==> src/rtl/mul_arb_pkg.sv <==
// mul_arb_pkg: shared types for the two-requester iterative multiplier.
// Holds the default operand width, the FSM state enum, the requester-id
// type and the response record (id, product) sized for the default width.
package mul_arb_pkg;

  localparam int MUL_W = 4;

  typedef enum logic [1:0] {
    ST_IDLE = 2'd0,
    ST_CALC = 2'd1,
    ST_DONE = 2'd2
  } state_t;

  typedef logic req_id_t;

  typedef struct packed {
    req_id_t              id;
    logic [2*MUL_W-1:0]   product;
  } rsp_t;

endpackage

==> src/rtl/mul_shift_add.sv <==
// mul_shift_add: iterative unsigned shift-add multiplier, one multiplier bit
// per enabled cycle, LSB first, always exactly W steps after i_start.
// Ports: clk/rst_n/ena, i_start + i_a/i_b load operands, o_done flags that the
// pending step is the last one, o_product is the accumulator after that step.
module mul_shift_add
  import mul_arb_pkg::*;
#(
  parameter int W = MUL_W
) (
  input  logic           clk,
  input  logic           rst_n,
  input  logic           ena,
  input  logic           i_start,
  input  logic [W-1:0]   i_a,
  input  logic [W-1:0]   i_b,
  output logic           o_done,
  output logic [2*W-1:0] o_product
);

  localparam int CW = $clog2(W) + 1;

  logic [CW-1:0]  r_cnt;
  logic [2*W-1:0] r_mcand;
  logic [W-1:0]   r_mplier;
  logic [2*W-1:0] r_acc;
  logic [2*W-1:0] w_acc_nxt;

  assign w_acc_nxt = r_acc + (r_mplier[0] ? r_mcand : '0);

  // The product is taken from the combinational next-accumulator so the
  // owner can capture it on the same edge that performs the final step.
  assign o_done    = (r_cnt == CW'(1));
  assign o_product = w_acc_nxt;

  always_ff @(posedge clk or negedge rst_n) begin
    if (!rst_n) begin
      r_cnt    <= '0;
      r_mcand  <= '0;
      r_mplier <= '0;
      r_acc    <= '0;
    end else if (ena) begin
      if (i_start) begin
        r_cnt    <= CW'(W);
        r_mcand  <= {{W{1'b0}}, i_a};
        r_mplier <= i_b;
        r_acc    <= '0;
      end else if (r_cnt != '0) begin
        r_acc    <= w_acc_nxt;
        r_mcand  <= r_mcand << 1;
        r_mplier <= r_mplier >> 1;
        r_cnt    <= r_cnt - 1'b1;
      end
    end
  end

endmodule

==> src/rtl/mul_arbiter.sv <==
// mul_arbiter: round-robin arbiter feeding one iterative multiplier.
// Ports: two valid/ready operand requesters, one valid/ready response
// (id, product), global enable ena, busy when not idle.
module mul_arbiter
  import mul_arb_pkg::*;
#(
  parameter int W = MUL_W
) (
  input  logic           clk,
  input  logic           rst_n,
  input  logic           ena,
  input  logic           req0_valid,
  input  logic [W-1:0]   req0_a,
  input  logic [W-1:0]   req0_b,
  output logic           req0_ready,
  input  logic           req1_valid,
  input  logic [W-1:0]   req1_a,
  input  logic [W-1:0]   req1_b,
  output logic           req1_ready,
  output logic           rsp_valid,
  output req_id_t        rsp_id,
  output logic [2*W-1:0] rsp_product,
  input  logic           rsp_ready,
  output logic           busy
);

  state_t         r_state;
  req_id_t        r_last_grant;
  req_id_t        r_cur_id;
  logic           r_rsp_valid;
  req_id_t        r_rsp_id;
  logic [2*W-1:0] r_rsp_product;

  logic           w_gnt0;
  logic           w_gnt1;
  logic           w_rdy_en;
  logic           w_start;
  req_id_t        w_start_id;
  logic [W-1:0]   w_a;
  logic [W-1:0]   w_b;
  logic           w_done;
  logic [2*W-1:0] w_product;

  // With both pending, the requester not granted last wins.
  assign w_gnt0 = req0_valid && (!req1_valid || (r_last_grant == 1'b1));
  assign w_gnt1 = req1_valid && (!req0_valid || (r_last_grant == 1'b0));

  // rst_n is included so ready stays low for the whole reset window.
  assign w_rdy_en   = rst_n && ena && (r_state == ST_IDLE);
  assign req0_ready = w_rdy_en && w_gnt0;
  assign req1_ready = w_rdy_en && w_gnt1;

  assign w_start    = (req0_valid && req0_ready) || (req1_valid && req1_ready);
  assign w_start_id = req_id_t'(req1_ready);
  assign w_a        = req1_ready ? req1_a : req0_a;
  assign w_b        = req1_ready ? req1_b : req0_b;

  mul_shift_add #(.W(W)) u_mul (
    .clk       (clk),
    .rst_n     (rst_n),
    .ena       (ena),
    .i_start   (w_start),
    .i_a       (w_a),
    .i_b       (w_b),
    .o_done    (w_done),
    .o_product (w_product)
  );

  always_ff @(posedge clk or negedge rst_n) begin
    if (!rst_n) begin
      r_state       <= ST_IDLE;
      r_last_grant  <= 1'b1;
      r_cur_id      <= 1'b0;
      r_rsp_valid   <= 1'b0;
      r_rsp_id      <= 1'b0;
      r_rsp_product <= '0;
    end else if (ena) begin
      case (r_state)
        ST_IDLE: begin
          if (w_start) begin
            r_cur_id     <= w_start_id;
            r_last_grant <= w_start_id;
            r_state      <= ST_CALC;
          end
        end
        ST_CALC: begin
          if (w_done) begin
            r_rsp_valid   <= 1'b1;
            r_rsp_id      <= r_cur_id;
            r_rsp_product <= w_product;
            r_state       <= ST_DONE;
          end
        end
        ST_DONE: begin
          if (rsp_ready) begin
            r_rsp_valid <= 1'b0;
            r_state     <= ST_IDLE;
          end
        end
        default: r_state <= ST_IDLE;
      endcase
    end
  end

  assign rsp_valid   = r_rsp_valid;
  assign rsp_id      = r_rsp_id;
  assign rsp_product = r_rsp_product;
  assign busy        = (r_state != ST_IDLE);

endmodule

==> config.mk <==
export PLATFORM = sky130hd
export DESIGN_NAME = mul_arbiter
export DESIGN_NICKNAME = d
export VERILOG_FILES = /design/src/rtl/mul_arb_pkg.sv /design/src/rtl/mul_shift_add.sv /design/src/rtl/mul_arbiter.sv
export SDC_FILE = /design/constraint.sdc
export NUM_CORES = 1
export LEC_CHECK = 0
export CORE_ASPECT_RATIO = 2
export CORE_MARGIN = 4
export CORE_UTILIZATION = 62
export CTS_BUF_LIST = sky130_fd_sc_hd__clkbuf_4
export DETAILED_ROUTE_END_ITERATION = 12
export DONT_BUFFER_PORTS = 1
export PLACE_DENSITY = 0.84
export SLEW_MARGIN = 20
export SYNTH_ARGS = -nofsm -noshare
export SYNTH_HDL_FRONTEND = slang
export SYNTH_SLANG_ARGS = --single-unit
==> constraint.sdc <==
create_clock -name clk -period 5.35 [get_ports clk]
set_input_delay 0.535 -clock clk [delete_from_list [all_inputs] [get_ports clk]]
set_output_delay 0.535 -clock clk [all_outputs]
set_load 0.02 [all_outputs]
==> run metrics <==
# setup viols final 0; Cells after Synth 221; #FFs+latches synth 37; H-tree depth 2; HP Class in -> reg; DR pass1 iterations 5; Worst setup EP type output pin; most frequent cell after synthesis nand2_1; Final nets 253; initial antenna violation count 0; CTS tree done; CP top delay family simple AND/OR/NAND/NOR gates; share of cells above drive strength 1 0.0769; reg-to-reg slack, setup 3.04 ns; synth cell count leaders 44 x nand2_1, 36 x dfrtp_1, 16 x a21oi_1; Synth top area share 0.442; Overall Global Routing Usage 0.214; LEAKAGE 1.04 nW; Diodes inserted 0; starting DRC count in detailed routing 31; Yosys Warn Count 0; via count 1594; Crit Path Class reg -> out; Root Driver clkbuf_4; Mapped Avg Cell Area 9.23 sq um; Num CTS Buffers 5; setup TNS 0 ns; grt ovf 0; Worst Path Buf+Inv 0; RePlAce Congestion 0.803; first-pass GRT wire length 7350 um; clock skew 0.00636 ns; CTS resizes 0; post-DR wirelength/cell 16.4 um; largest net degree at the start of global routing 37; Distinct cells, synth 42; post-synth top area cell dfrtp_1; die area 4330 sq um; measured slew at the worst slew-check pin 0.804 ns; Routed WL 4140 um; Synth Net Count 254; postcts setup bufs 0; slowest stage delay, CP 0.75 ns; number of global-route vias before repair 1643; Slew Viols, Final 0; post-synthesis async set-or-reset flop share 1.00; CP Cell Sequence nand4bb_1 > nor2b_1; f_max 390 MHz; area of the mapped netlist 2040 sq um; Post-route DRC 0; Synth Flop Type dfrtp_1; via count normalized by instance count 6.33; crit path max-delay cell type nor2b_1; Max Buffers Root-to-Sink 2; register area share after synthesis 0.455; worst path required time 4.82 ns; pwr dens 470 nW/um^2; Die X-Extent 48.6 um; startpoint types register; DRT antenna net count 0; crit share post-route 0.479; area delta synth->final 5.09%; Final HPWL DP 3120 um; area of the core 3160 sq um; latest clock arrival within the worst-skew pair 0.34 ns; Final Core Density 0.679; Peak VDD IR 0.301 mV; status completed; crit-path max FO 10; slew margin rel. 0.464; # clock sinks 37; # rows 29; Port Buffers 0; initial core utilization 0.646; max_cap viols 0; Worst Path Arrival 2.03 ns; Area contributors post-synth dfrtp_1 44%, nand2_1 8.1%, ha_1 6.1%, a21oi_1 3.9%, mux2i_1 3.9%; Die H 89.1 um; Worst-path clk slew 0.10 ns; EDFF count, synth 0; Pwr Total 0.00101 W; IO Count 35; RSZ-0062 raised after global routing false; Final Hold Vio Count 0; Final min period 2.56 ns
-- what timing repair did --
action | in CTS | in global routing
hold buffers | 2 | 0
setup endpoints to repair | 0 | 0
endpoints found under the hold margin | 36 | 0
-- worst reg2reg max path, cell delays in order (launching register included) --
cell and delay [ns]:
dfrtp_1 0.49, nand2_1 0.15, inv_1 0.05, ha_1 0.29, a211oi_2 0.24, o21ai_2 0.11
o2111a_1 0.28, or4_1 0.47, a21oi_1 0.16
-- per-stage QoR --
step,setup slack (ns),cells,instance area (sq um),hold slack (ns)
global route,2.61,252,2140,0.260
finish,2.79,252,2140,0.297
CTS,2.76,252,2140,0.280
global placement,3.12,242,2030,0.240
floorplan,3.16,221,2040,0.239
detailed placement,3.06,242,2030,0.240
-- final cells by class --
type                    instances  area [sq um]
multi-input cells             165          1030
well taps                      31          38.8
inverters                       8          30.0
flip-flops and latches         37           927
fillers                       265          1010
clock inverters                 2          33.8
repair buffers                  3          37.5
clock buffers                   6          45.0
-- worst paths after layout --
check / end / depth (start not counted) / startpoint
setup / recovery: req1_ready / 2 / r_state[1]$_DFFE_PN0P_
hold / removal: r_state[0]$_DFFE_PN0P_ / 1 / ena
setup reg to reg: u_mul.r_acc[7]$_DFFE_PN0P_ / 8 / u_mul.r_mplier[0]$_DFFE_PN0P_
hold reg to reg: r_cur_id$_DFFE_PN0P_ / 1 / r_cur_id$_DFFE_PN0P_
max in group asynchronous: u_mul.r_acc[2]$_DFFE_PN0P_ / 2 / rst_n
min in group asynchronous: r_last_grant$_DFFE_PN1P_ / 1 / rst_n
-- per-layer routing --
layer | routed length (um) | track usage | up-vias
met2 | 2270 | 0.408 | 52
met4 | 87 | 0.0858 | 0
li1 | - | - | 771
met1 | 1560 | 0.220 | 763
met3 | 227 | 0.0518 | 8
met5 | 0 | 0 | -
-- layout by cell type, fill, tap and decap left out, drive strengths merged, types with 2 or more instances in the layout --
cell | synthesis | final
o31ai | 2 | 2
buf | 6 | 2
nor3 | 3 | 3
and2 | 7 | 7
nand3 | 6 | 6
a21o | 4 | 4
xnor2 | 3 | 3
a22oi | 6 | 6
inv | 8 | 8
nand2b | 2 | 2
ha | 10 | 10
nand2 | 44 | 44
dfrtp | 36 | 36
or3 | 2 | 2
o21ai | 11 | 11
clkbuf | 5 | 6
a21oi | 16 | 16
a21boi | 2 | 2
o22ai | 7 | 7
mux2i | 8 | 8
nor2 | 9 | 9
o21a | 4 | 4
nor2b | 4 | 4
a211oi | 2 | 2
or2 | 3 | 3
-- registers in the layout (all words and copies together) (netlist names) --
register / cells
r_cur_id: 1
r_last_grant: 1
r_state: 2
rsp_id: 1
rsp_product: 8
rsp_valid: 1
u_mul.r_acc: 8
u_mul.r_cnt: 3
u_mul.r_mcand: 8
u_mul.r_mplier: 4
-- where the power goes --
group | switching [W] | internal (W) | total (W)
logic | 0.000178 | 0.000133 | 0.000311
clock network | 0.0000889 | 0.000102 | 0.000191
registers | 0.000118 | 0.000386 | 0.000505
-- cell families after synthesis --
kind of cell             Yosys count  share of synthesized area
multiplexers                       8                     0.0393
buffers and inverters             19                     0.0399
adder cells (fa/ha/maj)           11                     0.0712
flip-flops                        37                      0.455
XOR/XNOR                           4                     0.0172
AND/OR/NAND/NOR                   83                      0.189
AO/OA/AOI/OAI                     59                      0.189
(Power assumes the default switching activity.)
